**src/rtl/alu_issue_queue.sv**
```systemverilog
// alu_issue_queue: FIFO-buffered instruction feeder for the fixed-point ALU.
// Accepts host requests over valid/ready and issues one entry per cycle to the ALU.
// Two sequencing rules apply: a one-cycle bubble after each multiply-accumulate,
// and back-to-back delivery of MAT_LEN matrix-transpose rows.
//
// Ports:
//   i_clk, i_rst_n            clock (rising edge), async active-low reset
//   i_req_valid/o_req_ready   host handshake; ready is high while count < DEPTH
//   i_req_inst/a/b            host opcode and operands
//   i_alu_busy                ALU busy flag
//   o_alu_valid/inst/a/b      registered issue strobe and payload
//   o_count                   FIFO occupancy
//   o_group_active            high while a transpose group is issuing or draining
module alu_issue_queue #(
    parameter int unsigned       INST_W   = 4,
    parameter int unsigned       DATA_W   = 16,
    parameter int unsigned       DEPTH    = 16,
    parameter int unsigned       AW       = 4,
    parameter logic [INST_W-1:0] MAC_INST = 4'b0010,
    parameter logic [INST_W-1:0] MAT_INST = 4'b1001,
    parameter int unsigned       MAT_LEN  = 8
) (
    input  logic              i_clk,
    input  logic              i_rst_n,
    input  logic              i_req_valid,
    output logic              o_req_ready,
    input  logic [INST_W-1:0] i_req_inst,
    input  logic [DATA_W-1:0] i_req_a,
    input  logic [DATA_W-1:0] i_req_b,
    input  logic              i_alu_busy,
    output logic              o_alu_valid,
    output logic [INST_W-1:0] o_alu_inst,
    output logic [DATA_W-1:0] o_alu_a,
    output logic [DATA_W-1:0] o_alu_b,
    output logic [AW:0]       o_count,
    output logic              o_group_active
);

    localparam int unsigned ROW_W     = (MAT_LEN > 1) ? $clog2(MAT_LEN) : 1;
    localparam int unsigned GUARD_MAX = 2 * MAT_LEN + 4;
    localparam int unsigned GUARD_W   = $clog2(GUARD_MAX + 1);

    typedef struct packed {
        logic [INST_W-1:0] inst;
        logic [DATA_W-1:0] a;
        logic [DATA_W-1:0] b;
    } entry_t;

    typedef enum logic [1:0] {
        S_IDLE  = 2'd0,
        S_GAP   = 2'd1,
        S_GROUP = 2'd2,
        S_DRAIN = 2'd3
    } state_t;

    entry_t               mem [DEPTH];
    logic [AW-1:0]        wr_ptr_q;
    logic [AW-1:0]        rd_ptr_q;
    logic [AW:0]          count_q;
    state_t               state_q, state_d;
    logic [ROW_W-1:0]     row_q, row_d;
    logic                 seen_busy_q, seen_busy_d;
    logic [GUARD_W-1:0]   guard_q, guard_d;
    logic                 push_c;
    logic                 pop_c;
    logic                 has_entry_c;
    entry_t               head_c;
    entry_t               req_c;

    assign o_req_ready = (count_q < (AW+1)'(DEPTH));
    assign push_c      = i_req_valid && o_req_ready;
    assign has_entry_c = (count_q != '0);
    assign head_c      = mem[rd_ptr_q];
    assign req_c       = '{inst: i_req_inst, a: i_req_a, b: i_req_b};
    assign o_count     = count_q;

    // Entry storage; no reset needed, occupancy is tracked by the pointers.
    always_ff @(posedge i_clk) begin
        if (push_c) begin
            mem[wr_ptr_q] <= req_c;
        end
    end

    // Pointers and occupancy.
    always_ff @(posedge i_clk or negedge i_rst_n) begin
        if (!i_rst_n) begin
            wr_ptr_q <= '0;
            rd_ptr_q <= '0;
            count_q  <= '0;
        end else begin
            if (push_c) begin
                wr_ptr_q <= wr_ptr_q + AW'(1);
            end
            if (pop_c) begin
                rd_ptr_q <= rd_ptr_q + AW'(1);
            end
            case ({push_c, pop_c})
                2'b10:   count_q <= count_q + (AW+1)'(1);
                2'b01:   count_q <= count_q - (AW+1)'(1);
                default: count_q <= count_q;
            endcase
        end
    end

    // FSM state register.
    always_ff @(posedge i_clk or negedge i_rst_n) begin
        if (!i_rst_n) begin
            state_q     <= S_IDLE;
            row_q       <= '0;
            seen_busy_q <= 1'b0;
            guard_q     <= '0;
        end else begin
            state_q     <= state_d;
            row_q       <= row_d;
            seen_busy_q <= seen_busy_d;
            guard_q     <= guard_d;
        end
    end

    // FSM next-state logic.
    always_comb begin
        state_d     = state_q;
        row_d       = row_q;
        seen_busy_d = seen_busy_q;
        guard_d     = guard_q;
        case (state_q)
            S_IDLE: begin
                if (has_entry_c && !i_alu_busy) begin
                    if (head_c.inst == MAT_INST) begin
                        // A group starts only once every row is already queued.
                        if (count_q >= (AW+1)'(MAT_LEN)) begin
                            state_d = S_GROUP;
                            row_d   = '0;
                        end
                    end else if (head_c.inst == MAC_INST) begin
                        state_d = S_GAP;
                    end
                end
            end
            S_GAP: begin
                state_d = S_IDLE;
            end
            S_GROUP: begin
                row_d = row_q + ROW_W'(1);
                if (row_q == ROW_W'(MAT_LEN - 1)) begin
                    state_d     = S_DRAIN;
                    seen_busy_d = 1'b0;
                    guard_d     = '0;
                end
            end
            S_DRAIN: begin
                guard_d = guard_q + GUARD_W'(1);
                if (i_alu_busy) begin
                    seen_busy_d = 1'b1;
                end
                if (seen_busy_q && !i_alu_busy) begin
                    state_d = S_IDLE;
                end else if (!seen_busy_q && !i_alu_busy &&
                             guard_q >= GUARD_W'(GUARD_MAX - 1)) begin
                    // ALU never reported busy; do not stall forever.
                    state_d = S_IDLE;
                end
            end
            default: begin
                state_d = S_IDLE;
            end
        endcase
    end

    // FSM output logic: pop decision.
    always_comb begin
        pop_c = 1'b0;
        case (state_q)
            S_IDLE:  pop_c = has_entry_c && !i_alu_busy && (head_c.inst != MAT_INST);
            S_GROUP: pop_c = has_entry_c;
            default: pop_c = 1'b0;
        endcase
    end

    // Registered issue port; payload holds its last value between issues.
    always_ff @(posedge i_clk or negedge i_rst_n) begin
        if (!i_rst_n) begin
            o_alu_valid    <= 1'b0;
            o_alu_inst     <= '0;
            o_alu_a        <= '0;
            o_alu_b        <= '0;
            o_group_active <= 1'b0;
        end else begin
            o_alu_valid    <= pop_c;
            o_group_active <= (state_d == S_GROUP) || (state_d == S_DRAIN);
            if (pop_c) begin
                o_alu_inst <= head_c.inst;
                o_alu_a    <= head_c.a;
                o_alu_b    <= head_c.b;
            end
        end
    end

endmodule

```
**config.mk**
```make
export PLATFORM = sky130hd
export DESIGN_NAME = alu_issue_queue
export DESIGN_NICKNAME = d
export VERILOG_FILES = /design/src/rtl/alu_issue_queue.sv
export SDC_FILE = /design/constraint.sdc
export NUM_CORES = 1
export LEC_CHECK = 0
export BUFFER_PORTS_ARGS = -buffer_cell sky130_fd_sc_hd__buf_2
export CAP_MARGIN = 15
export CORE_AREA = 10 10 304 306
export CTS_BUF_LIST = sky130_fd_sc_hd__clkbuf_4
export CTS_CLUSTER_SIZE = 20
export DETAILED_ROUTE_END_ITERATION = 6
export DIE_AREA = 0 0 314 316
export GPL_TIMING_DRIVEN = 0
export HOLD_SLACK_MARGIN = 0.05
export PLACE_DENSITY = 0.49
export SLEW_MARGIN = 40
export SYNTH_ARGS = -nofsm -noshare
export SYNTH_HDL_FRONTEND = slang
export SYNTH_SLANG_ARGS = --single-unit
```
**constraint.sdc**
```tcl
create_clock -name i_clk -period 4 [get_ports i_clk]
set_clock_uncertainty 0.1 [all_clocks]
set_input_delay 0.6 -clock i_clk [delete_from_list [all_inputs] [get_ports i_clk]]
set_output_delay 0.6 -clock i_clk [all_outputs]
set_load 0.02 [all_outputs]
```
==> results of run 1 <==
==> power by group <==
part	internal (uW)	switching (uW)	total, uW
logic	3170	4550	7720
registers	7930	499	8430
clock network	3100	2680	5780
==> synth_stat cells, types with 12 or more instances <==
cell,n,share of area
a21oi_1,42,0.0082
inv_1,49,0.0071
edfxtp_1,576,0.67
o41ai_1,37,0.013
ha_1,12,0.0058
o21ai_0,15,0.0029
mux4_2,176,0.15
o311ai_0,12,0.0041
clkbuf_1,66,0.0096
and2_1,48,0.012
o21a_1,35,0.010
o311ai_1,27,0.0092
nand2_1,24,0.0035
dfrtp_1,61,0.059
==> final timing paths <==
check / end / depth (start not counted)
setup / recovery: o_count[3] / 15
hold / removal: mem[14][4] / 2
setup reg to reg: o_count[3] / 15
hold reg to reg: wr_ptr_q[3] / 1
max in group asynchronous: o_alu_a[8] / 4
min in group asynchronous: o_count[1] / 3
==> layer usage <==
metal / vias up / share of wire / global-route usage
met2: 551 / 0.45 / 0.217
met4: 2 / 0.026 / 0.0523
met3: 127 / 0.065 / 0.0400
li1: 6128 / - / -
met1: 7511 / 0.46 / 0.205
met5: - / 0.00018 / 0
==> registers in the layout (all words and copies together) (netlist names), 4 cells and up, named ones only <==
name,cells
wr_ptr_q,4
o_alu_inst,4
o_alu_a,16
mem,576
guard_q,5
o_count,5
o_alu_b,16
rd_ptr_q,4
==> layout make-up <==
class,instances,share of cell area
clock buffers,248,0.0606
inverters,51,0.00623
flip-flops and latches,637,0.613
diodes,7,0.000570
plain buffers,83,0.0135
multi-input cells,514,0.210
well taps,1155,0.0470
repair buffers,146,0.0396
clock inverters,46,0.0102
==> kinds of logic (layout without fill, tap and decap cells) <==
family                   Yosys count  after routing  share of synthesized area
flip-flops                       637            637                      0.731
AO/OA/AOI/OAI                    191            191                     0.0561
multiplexers                     178            178                      0.155
buffers and inverters            138            574                     0.0220
AND/OR/NAND/NOR                  125            125                     0.0273
adder cells (fa/ha/maj)           13             13                    0.00661
XOR/XNOR                           7              7                    0.00238
other                              0              7                          0
==> what timing repair did <==
| action | 4_1_cts | 5_1_grt |
|---|---|---|
| pin swaps | 5 | 3 |
| hold buffers | 40 | 0 |
| hold endpoints to repair | 644 | 0 |
| setup buffers | 5 | 1 |
| setup endpoints to repair | 22 | 2 |
| resized for setup | 16 | 5 |
==> through the flow <==
step | cell area [um^2] | worst slack (ps) | power (uW) | cells
final | 30700 | 179 | 21900 | 2887
after CTS | 30700 | 40.8 | 22200 | 2880
after floorplan | 25800 | 349 | 13300 | 1289
after detailed placement | 28000 | -658 | 16200 | 2544
after global routing | 30700 | 14.2 | 23100 | 2884
after global placement | 27600 | -1080 | 16000 | 2526
==> impl_metrics.csv, run 1 <==
group,metric,value,unit
detailed_routing,via_count,14319,
clocking,clk_pin_slew,70,ps
yosys,synth_cells,1289,
min_path,hold_start,"i_req_b[4]",
finish,final_common_cell,"edfxtp_1",
yosys,yosys.cell_types.count,50,
finish,fin_nets,1655,
grt,overflow,0,
detailed_routing,drt-initial-drc-count,1343,
critical_path,required,4740,ps
grt,grt_pass1_wl,104,mm
timing,worstMarginPinSlew,799,ps
grt,antenna_found_initial,8,
yosys,ys_async_sr_fraction,0.0958,
timing,period_needed,3820,ps
critical_path,critical-path-top-delay-family,"compound AO/OA/AOI/OAI gates",
yosys,synth_edf_count,576,
timing,rsz0062_at_grt,"no",
critical_path,worstSetupEndpointType,"flip-flop",
power_and_ir_drop,powerDensity,714,nW/um^2
detailed_routing,dr.pass1.iters,6,
timing,hold_viol,0,
min_path,hold_path.class,"input port to flip-flop",
detailed_routing,routed_wl,72.6,mm
critical_path,rrSetupSlack,180,ps
grt,grt_pass1_vias,15167,
timing,fmax,262,MHz
critical_path,critPathBufInv,4,
floorplanning,die-area,99200,um^2
yosys,syn_avg_cell_area,20.0,um^2
floorplanning,start_util,0.299,
finish,nFillCells,8301,
finish,drive_gt1_frac,0.358,
critical_path,critPathLaunch,"rd_ptr_q[0]",
floorplanning,die_h,316,um
finish,multiInputGateArea,6450,um^2
critical_path,worstSetupPathType,"flip-flop to flip-flop",
clocking,cts_tree,"built",
clocking,cts_made_buffers,169,
power_and_ir_drop,p_leak,0.0102,uW
yosys,seq_area_frac_synth,0.731,
finish,layout_common_cells,"576 x edfxtp_1, 249 x clkbuf_4, 176 x mux4_2",
critical_path,critPathMaxFanout,10,
floorplanning,core.rowCount,108,
critical_path,r2r-start,"rd_ptr_q[0]",
timing,finalSetupViolations,0,
timing,finalSetupTns,0,ps
floorplanning,pin_count,84,
floorplanning,die_x,314,um
timing,hold_ws,408,ps
clocking,clk_path_buf_depth,3,
yosys,syn_nets,1342,
power_and_ir_drop,peakVddDrop,361,uV
placed_design,place_congestion,0.792,
detailed_routing,wire_per_inst,25.2,um
critical_path,cp.arrival,4560,ps
clocking,clock_latency,1020,ps
clocking,htree_levels,4,
placed_design,dp_hpwl,44.9,mm
job,cap_violations,0,
clocking,cts-root-buf,"clkbuf_4",
finish,seqCellArea,18800,um^2
critical_path,cp_cell_sequence,"buf_6 -> buf_8 -> mux4_2 -> nand3_1 -> nand4_1 -> clkbuf_8 -> o41ai_4 -> a21oi_2 -> ha_2 -> buf_4 -> ha_1 -> a21o_1 -> a21oi_1 -> xor2_1 -> o21ai_0",
floorplanning,core_area,86200,um^2
detailed_routing,ant_nets,0,
detailed_routing,vias_per_cell,4.96,
detailed_routing,drc,0,
finish,area_growth,19.3,%
yosys,ys.flop_type,"edfxtp_1",
grt,grt_max_degree,52,
grt,grt_use_total,0.147,
placed_design,io_buffers,82,
critical_path,cpPeakStageDelay,550,ps
outcome,status,"finished, final reports clean",
timing,fin_crit_sh,0.955,
timing,drv_slew,0,
yosys,netlist_area,25800,um^2
critical_path,cp-start-kind,"flip-flop",
critical_path,critical-path-slowest-cell,"mux4_2",
finish,final_util,0.356,
timing,slew-limit-headroom,0.465,
yosys,ys_ff_latch,637,
clocking,cts_sinks,637,
yosys,ys.warnings.count,0,
Power figures use the tool's default switching activity.
==> run 2, diff against run 1 <==
--- a/config.mk
+++ b/config.mk
@@ -5,13 +5,14 @@
 export SDC_FILE = /design/constraint.sdc
 export NUM_CORES = 1
 export LEC_CHECK = 0
+export ABC_AREA = 1
 export BUFFER_PORTS_ARGS = -buffer_cell sky130_fd_sc_hd__buf_2
 export CAP_MARGIN = 15
-export CORE_AREA = 10 10 304 306
+export CORE_AREA = 10 10 300 302
 export CTS_BUF_LIST = sky130_fd_sc_hd__clkbuf_4
 export CTS_CLUSTER_SIZE = 20
 export DETAILED_ROUTE_END_ITERATION = 6
-export DIE_AREA = 0 0 314 316
+export DIE_AREA = 0 0 310 312
 export GPL_TIMING_DRIVEN = 0
 export HOLD_SLACK_MARGIN = 0.05
 export PLACE_DENSITY = 0.49
==> impl_metrics.csv, run 2 <==
group,metric,value,unit
finish,largest_reg_flops,576,
yosys,yosys.area_share.simple,0.130,
grt,grt_max_degree,42,
yosys,synth_xor_area_frac,0.00280,
finish,final_util,0.364,
floorplanning,pin_count,84,
placed_design,io_buffers,83,
yosys,ys_top_cells_by_count,"576 x edfxtp_1, 527 x nand2_1, 204 x nand3_1, 91 x o221ai_1, 86 x a21oi_1",
floorplanning,die_h,312,um
clocking,clk_pin_slew,70,ps
yosys,ys.warnings.count,0,
timing,finalSetupViolations,0,
grt,antenna_found_initial,5,
yosys,syn_avg_cell_area,13.1,um^2
finish,regMostFlops,"mem",
power_and_ir_drop,p_leak,0.0114,uW
critical_path,cp.arrival,4440,ps
finish,drive_gt1_frac,0.209,
timing,slew-limit-headroom,0.426,
min_path,min_to,"guard_q[4]",
yosys,ys_async_sr_fraction,0.0958,
placed_design,dp_cells,3125,
critical_path,worstSetupPathType,"flip-flop to flip-flop",
yosys,synth_compound_gate_area_share,0.0727,
clocking,post-cts-setup-buffers,0,
yosys,syn_nets,1956,
yosys,yosys.area.top_type,"edfxtp_1",
yosys,synth_top_family_by_area,"simple AND/OR/NAND/NOR gates",
outcome,status,"finished, final reports clean",
placed_design,place_congestion,0.779,
critical_path,cp-start-kind,"flip-flop",
detailed_routing,wire_per_inst,23.0,um
finish,final_cells,3471,
grt,grt_pass1_vias,17085,
detailed_routing,dr.pass1.iters,6,
clocking,cts_made_buffers,167,
min_path,whs_path_depth,1,
clocking,clk_path_buf_depth,3,
power_and_ir_drop,powerDensity,734,nW/um^2
timing,worstMarginPinSlew,860,ps
job,cap_violations,0,
critical_path,critPathMaxFanout,11,
finish,nFillCells,8234,
critical_path,r2r_cells,21,
floorplanning,core_area,84300,um^2
grt,overflow,0,
yosys,yosys.area_share.adder,0.00681,
timing,fin_crit_sh,0.900,
yosys,yosys.cell_types.count,37,
critical_path,worstSetupEndpointType,"flip-flop",
critical_path,r2r_end,"o_count[4]",
min_path,hold_path.class,"flip-flop to flip-flop",
timing,hold_ws,386,ps
floorplanning,die-area,96700,um^2
critical_path,required,4840,ps
yosys,ys.flop_type,"edfxtp_1",
placed_design,dp_hpwl,53.9,mm
clocking,cts-root-buf,"clkbuf_4",
timing,fmax,278,MHz
timing,rsz0062_at_grt,"no",
clocking,cts_tree,"built",
detailed_routing,vias_per_cell,4.94,
floorplanning,core.rowCount,107,
yosys,synth_area_leaders,"edfxtp_1 69%, nand2_1 7.9%, dfrtp_1 6.1%, nand3_1 4.1%, o221ai_1 3.2%",
detailed_routing,drt-initial-drc-count,1555,
grt,grt_use_total,0.163,
detailed_routing,via_count,17132,
finish,layout_common_cells,"576 x edfxtp_1, 527 x nand2_1, 258 x clkbuf_4",
clocking,cts_sinks,637,
detailed_routing,routed_wl,79.9,mm
yosys,seq_area_frac_synth,0.753,
grt,grt_pass1_wl,115,mm
yosys,post-synth-top-count-cell,"edfxtp_1",
detailed_routing,ant_nets,0,
yosys,synth_edf_count,576,
finish,reg.largest.list,"mem: 576 flops, o_alu_a: 16 flops, o_alu_b: 16 flops",
yosys,ys_ff_latch,637,
min_path,hold_start,"guard_q[4]",
critical_path,r2r-start,"rd_ptr_q[0]",
yosys,synth_top_cell_area_share,0.692,
timing,period_needed,3600,ps
timing,finalSetupTns,0,ps
clocking,htree_levels,4,
power_and_ir_drop,peakVddDrop,314,uV
finish,fin_nets,2299,
floorplanning,start_util,0.296,
floorplanning,die_x,310,um
yosys,netlist_area,25000,um^2
timing,hold_viol,0,
critical_path,critPathLaunch,"rd_ptr_q[0]",
finish,final_common_cell,"edfxtp_1",
detailed_routing,drc,0,
timing,drv_slew,0,
finish,area_growth,22.8,%
critical_path,rrSetupSlack,400,ps
yosys,synthMuxAreaShare,0.000401,
yosys,synth_cells,1903,
clocking,clock_latency,1050,ps
run 2: cell count changes in the layout (fill, tap and decap cells not counted), moves of 28 or more:
cell | before | now
o211ai_1 | 1 | 29
and2_1 | 32 | 0
nand3_1 | 11 | 204
o22ai_1 | 0 | 37
o221ai_1 | 0 | 91
a21oi_1 | 41 | 86
buf_16 | 1 | 29
nand2_1 | 24 | 527
mux4_2 | 176 | 0
o41ai_1 | 36 | 0
o21a_1 | 35 | 1
buf_2 | 91 | 123
run 2: critical path, cell delays in order (launching register included):
cell and delay [ps]:
dfrtp_1 400, buf_6 150, buf_2 200, o21ai_0 210
nand2_1 70, nand3_1 80, nand3_1 80, nand2_1 190
nor2_1 70, nand2_1 140, nand3_4 170, nand2_4 190
buf_6 190, ha_1 260, inv_1 110, fa_1 390
nor2_1 140, a211oi_2 50, nand2_1 60, nand2_1 40
nor2_1 110, xor2_1 140
run 2: cell type report:
cell class / count / area (um^2) / area share
Clock buffer: 257 / 1930 / 0.0629
Buffer: 114 / 557 / 0.0181
Tap cell: 1090 / 1360 / 0.0444
Multi-Input combinational cell: 1073 / 5450 / 0.178
Clock inverter: 42 / 313 / 0.0102
Timing Repair Buffer: 174 / 1950 / 0.0635
Antenna cell: 5 / 12.5 / 0.000408
Inverter: 79 / 297 / 0.00966
Sequential cell: 637 / 18800 / 0.613
run 2: power by group:
group	switching, uW	leakage [uW]	total, uW	internal [uW]
combinational	5830	0.00411	8260	2430
sequential	307	0.00594	8270	7960
clock	2740	0.00132	5980	3240
total	8880	0.0114	22500	13600
run 2: how the worst max path moves through the flow:
| stage | slack [ps] | cells past startpoint | end |
|---|---|---|---|
| after floorplan | 850 | 5 | mem[11][0] |
| after global placement | -1840 | 5 | mem[0][6] |
| after detailed placement | 260 | 21 | o_count[4] |
| after CTS | 320 | 21 | o_count[4] |
| after global routing | 30 | 21 | o_count[4] |
| final | 400 | 21 | o_count[4] |
run 2: kinds of logic (layout without fill, tap and decap cells):
group | Yosys count | count (layout)
simple gates | 783 | 783
fa+ha+maj | 13 | 13
mux | 1 | 1
buf+inv | 193 | 666
flops | 637 | 637
compound gates | 268 | 268
other cells | 0 | 5
xor+xnor | 8 | 8
run 2: routing by layer:
layer	global-route usage	vias up	wire length (um)
li1	-	7763	-
met1	0.217	8439	33900
met2	0.256	778	37000
met3	0.0435	150	7150
met4	0.0561	2	1770
met5	0	-	13
run 2: metrics by stage:
stage	total power (uW)	instance area [um^2]	setup WS [ps]
2_1_floorplan	13100	25000	854
3_3_place_gp	16300	26800	-1840
3_5_place_dp	16600	28000	259
4_1_cts	22700	30700	318
5_1_grt	23900	30700	29.2
6_report	22500	30700	399
run 2: what timing repair did:
item                                    4_1_cts  5_1_grt
endpoints found under the setup margin        0        1
hold buffers                                 41        0
hold endpoints to repair                    645        0
gates resized for setup                       0        2
==> run 3, diff against run 2 <==
--- a/config.mk
+++ b/config.mk
@@ -8,14 +8,14 @@
 export ABC_AREA = 1
 export BUFFER_PORTS_ARGS = -buffer_cell sky130_fd_sc_hd__buf_2
 export CAP_MARGIN = 15
-export CORE_AREA = 10 10 300 302
+export CORE_AREA = 10 10 209 211
 export CTS_BUF_LIST = sky130_fd_sc_hd__clkbuf_4
 export CTS_CLUSTER_SIZE = 20
 export DETAILED_ROUTE_END_ITERATION = 6
-export DIE_AREA = 0 0 310 312
+export DIE_AREA = 0 0 219 221
 export GPL_TIMING_DRIVEN = 0
 export HOLD_SLACK_MARGIN = 0.05
-export PLACE_DENSITY = 0.49
+export PLACE_DENSITY = 0.86
 export SLEW_MARGIN = 40
 export SYNTH_ARGS = -nofsm -noshare
 export SYNTH_HDL_FRONTEND = slang
==> impl_metrics.csv, run 3 (same netlist as run 2, synthesis figures left out) <==
group,metric,value,unit
timing,finalSetupTns,0,ps
timing,hold_ws,393,ps
critical_path,cp-start-kind,"flip-flop",
critical_path,required,4630,ps
detailed_routing,routed_wl,78.7,mm
min_path,hold_start,"guard_q[4]",
finish,seqCellArea,18800,um^2
clocking,clock_latency,950,ps
power_and_ir_drop,powerDensity,759,nW/um^2
floorplanning,core_area,39500,um^2
finish,reg.largest.list,"mem: 576 flops, o_alu_a: 16 flops, o_alu_b: 16 flops",
placed_design,place_area,27100,um^2
grt,antenna_found_initial,2,
placed_design,dp_hpwl,47.0,mm
finish,fin_nets,2278,
timing,finalSetupViolations,0,
grt,grt_pass1_wl,117,mm
detailed_routing,via_count,19066,
timing,fin_crit_sh,0.915,
clocking,htree_levels,4,
finish,regMostFlops,"mem",
power_and_ir_drop,p_leak,0.0112,uW
clocking,cts_tree,"built",
floorplanning,die_h,221,um
critical_path,worstSetupEndpointType,"flip-flop",
min_path,min_to,"guard_q[4]",
critical_path,cp.arrival,4290,ps
detailed_routing,vias_per_cell,6.64,
finish,final_cell_area,29600,um^2
grt,grt_max_degree,43,
clocking,cts-root-buf,"clkbuf_4",
timing,period_needed,3660,ps
timing,drv_slew,0,
grt,grt_pass1_vias,19587,
job,cap_violations,0,
finish,final_common_cell,"edfxtp_1",
clocking,cts_made_buffers,154,
critical_path,r2r-start,"rd_ptr_q[2]",
clocking,clk_pin_slew,60,ps
critical_path,cp_cell_sequence,"clkbuf_1 -> nand3_1 -> nand3_1 -> nand2_1 -> nor2_1 -> nand2_1 -> nand3_4 -> nand2_4 -> buf_6 -> ha_1 -> ha_1 -> nand2_1 -> nor2_1 -> a211oi_1 -> nand2_1 -> nand2_1 -> nor2_1 -> xor2_1",
critical_path,critical-path-slowest-cell,"clkbuf_1",
critical_path,r2r_end,"o_count[4]",
detailed_routing,ant_nets,0,
floorplanning,pin_count,84,
grt,overflow,0,
floorplanning,core.rowCount,73,
finish,drive_gt1_frac,0.197,
timing,slew-limit-headroom,0.386,
clocking,post-cts-setup-buffers,0,
clocking,clk_path_buf_depth,3,
detailed_routing,wire_per_inst,27.4,um
finish,area_growth,18.4,%
placed_design,io_buffers,83,
outcome,violations,"DRC",
min_path,whs_path_depth,1,
clocking,cts_sinks,637,
timing,rsz0062_at_grt,"no",
critical_path,cpMostUsedCell,"nand2_1",
critical_path,rrSetupSlack,340,ps
critical_path,r2r_cells,18,
power_and_ir_drop,peakVddDrop,450,uV
timing,fmax,273,MHz
critical_path,worstSetupPathType,"flip-flop to flip-flop",
floorplanning,start_util,0.633,
finish,largest_reg_flops,576,
outcome,status,"finished with violations",
timing,hold_viol,0,
critical_path,cpPeakStageDelay,550,ps
min_path,hold_path.class,"flip-flop to flip-flop",
floorplanning,die-area,48400,um^2
critical_path,critPathMaxFanout,11,
timing,worstMarginPinSlew,921,ps
detailed_routing,dr.pass1.iters,7,
placed_design,place_congestion,0.856,
floorplanning,die_x,219,um
detailed_routing,drt-initial-drc-count,3920,
grt,grt_use_total,0.324,
critical_path,critical_path_depth,18,
finish,multiInputGateArea,5450,um^2
critical_path,critical-path-top-delay-family,"simple AND/OR/NAND/NOR gates",
finish,nFillCells,2132,
finish,layout_common_cells,"576 x edfxtp_1, 527 x nand2_1, 234 x clkbuf_4",
detailed_routing,drc,2,
critical_path,critPathBufInv,2,
run 3: worst max path at each step:
stage,startpoint,endpoint
global placement,i_req_valid,mem[0][8]
global route,rd_ptr_q[0],o_count[4]
finish,rd_ptr_q[2],o_count[4]
detailed placement,rd_ptr_q[0],o_count[4]
floorplan,o_count[4],mem[11][0]
CTS,rd_ptr_q[0],o_count[4]
run 3: power breakdown:
| part | internal [uW] | switching, uW |
|---|---|---|
| registers | 7960 | 338 |
| clock network | 2980 | 2750 |
| logic | 2400 | 6040 |
run 3: layout make-up:
type	count	share of cell area
diodes	1	0.0000846
clock buffers	233	0.0591
plain buffers	114	0.0187
flip-flops and latches	637	0.636
multi-input cells	1073	0.184
repair buffers	166	0.0591
well taps	525	0.0222
inverters	79	0.0100
clock inverters	43	0.0106
run 3: timing repair:
item,CTS,global route
endpoints found under the hold margin,632,0
resized for setup,0,1
hold buffers,41,0
endpoints found under the setup margin,0,1
run 3: routing by layer:
| metal | wire length [um] | share of wire | track usage | vias up |
|---|---|---|---|---|
| met5 | 49 | 0.00062 | 0 | - |
| met4 | 6080 | 0.077 | 0.224 | 2 |
| met3 | 12300 | 0.16 | 0.106 | 533 |
| met2 | 36000 | 0.46 | 0.497 | 2003 |
| met1 | 24300 | 0.31 | 0.382 | 8859 |
| li1 | - | - | - | 7669 |
run 3: stage by stage:
stage	worst slack (ps)	util	cells	total power, uW
6_report	340	0.750	2871	22500
5_1_grt	0.00133	0.750	2871	23200
4_1_cts	392	0.750	2870	21900
3_5_place_dp	416	0.687	2553	16200
3_3_place_gp	-1010	0.660	2511	15500
2_1_floorplan	854	-	1903	13100
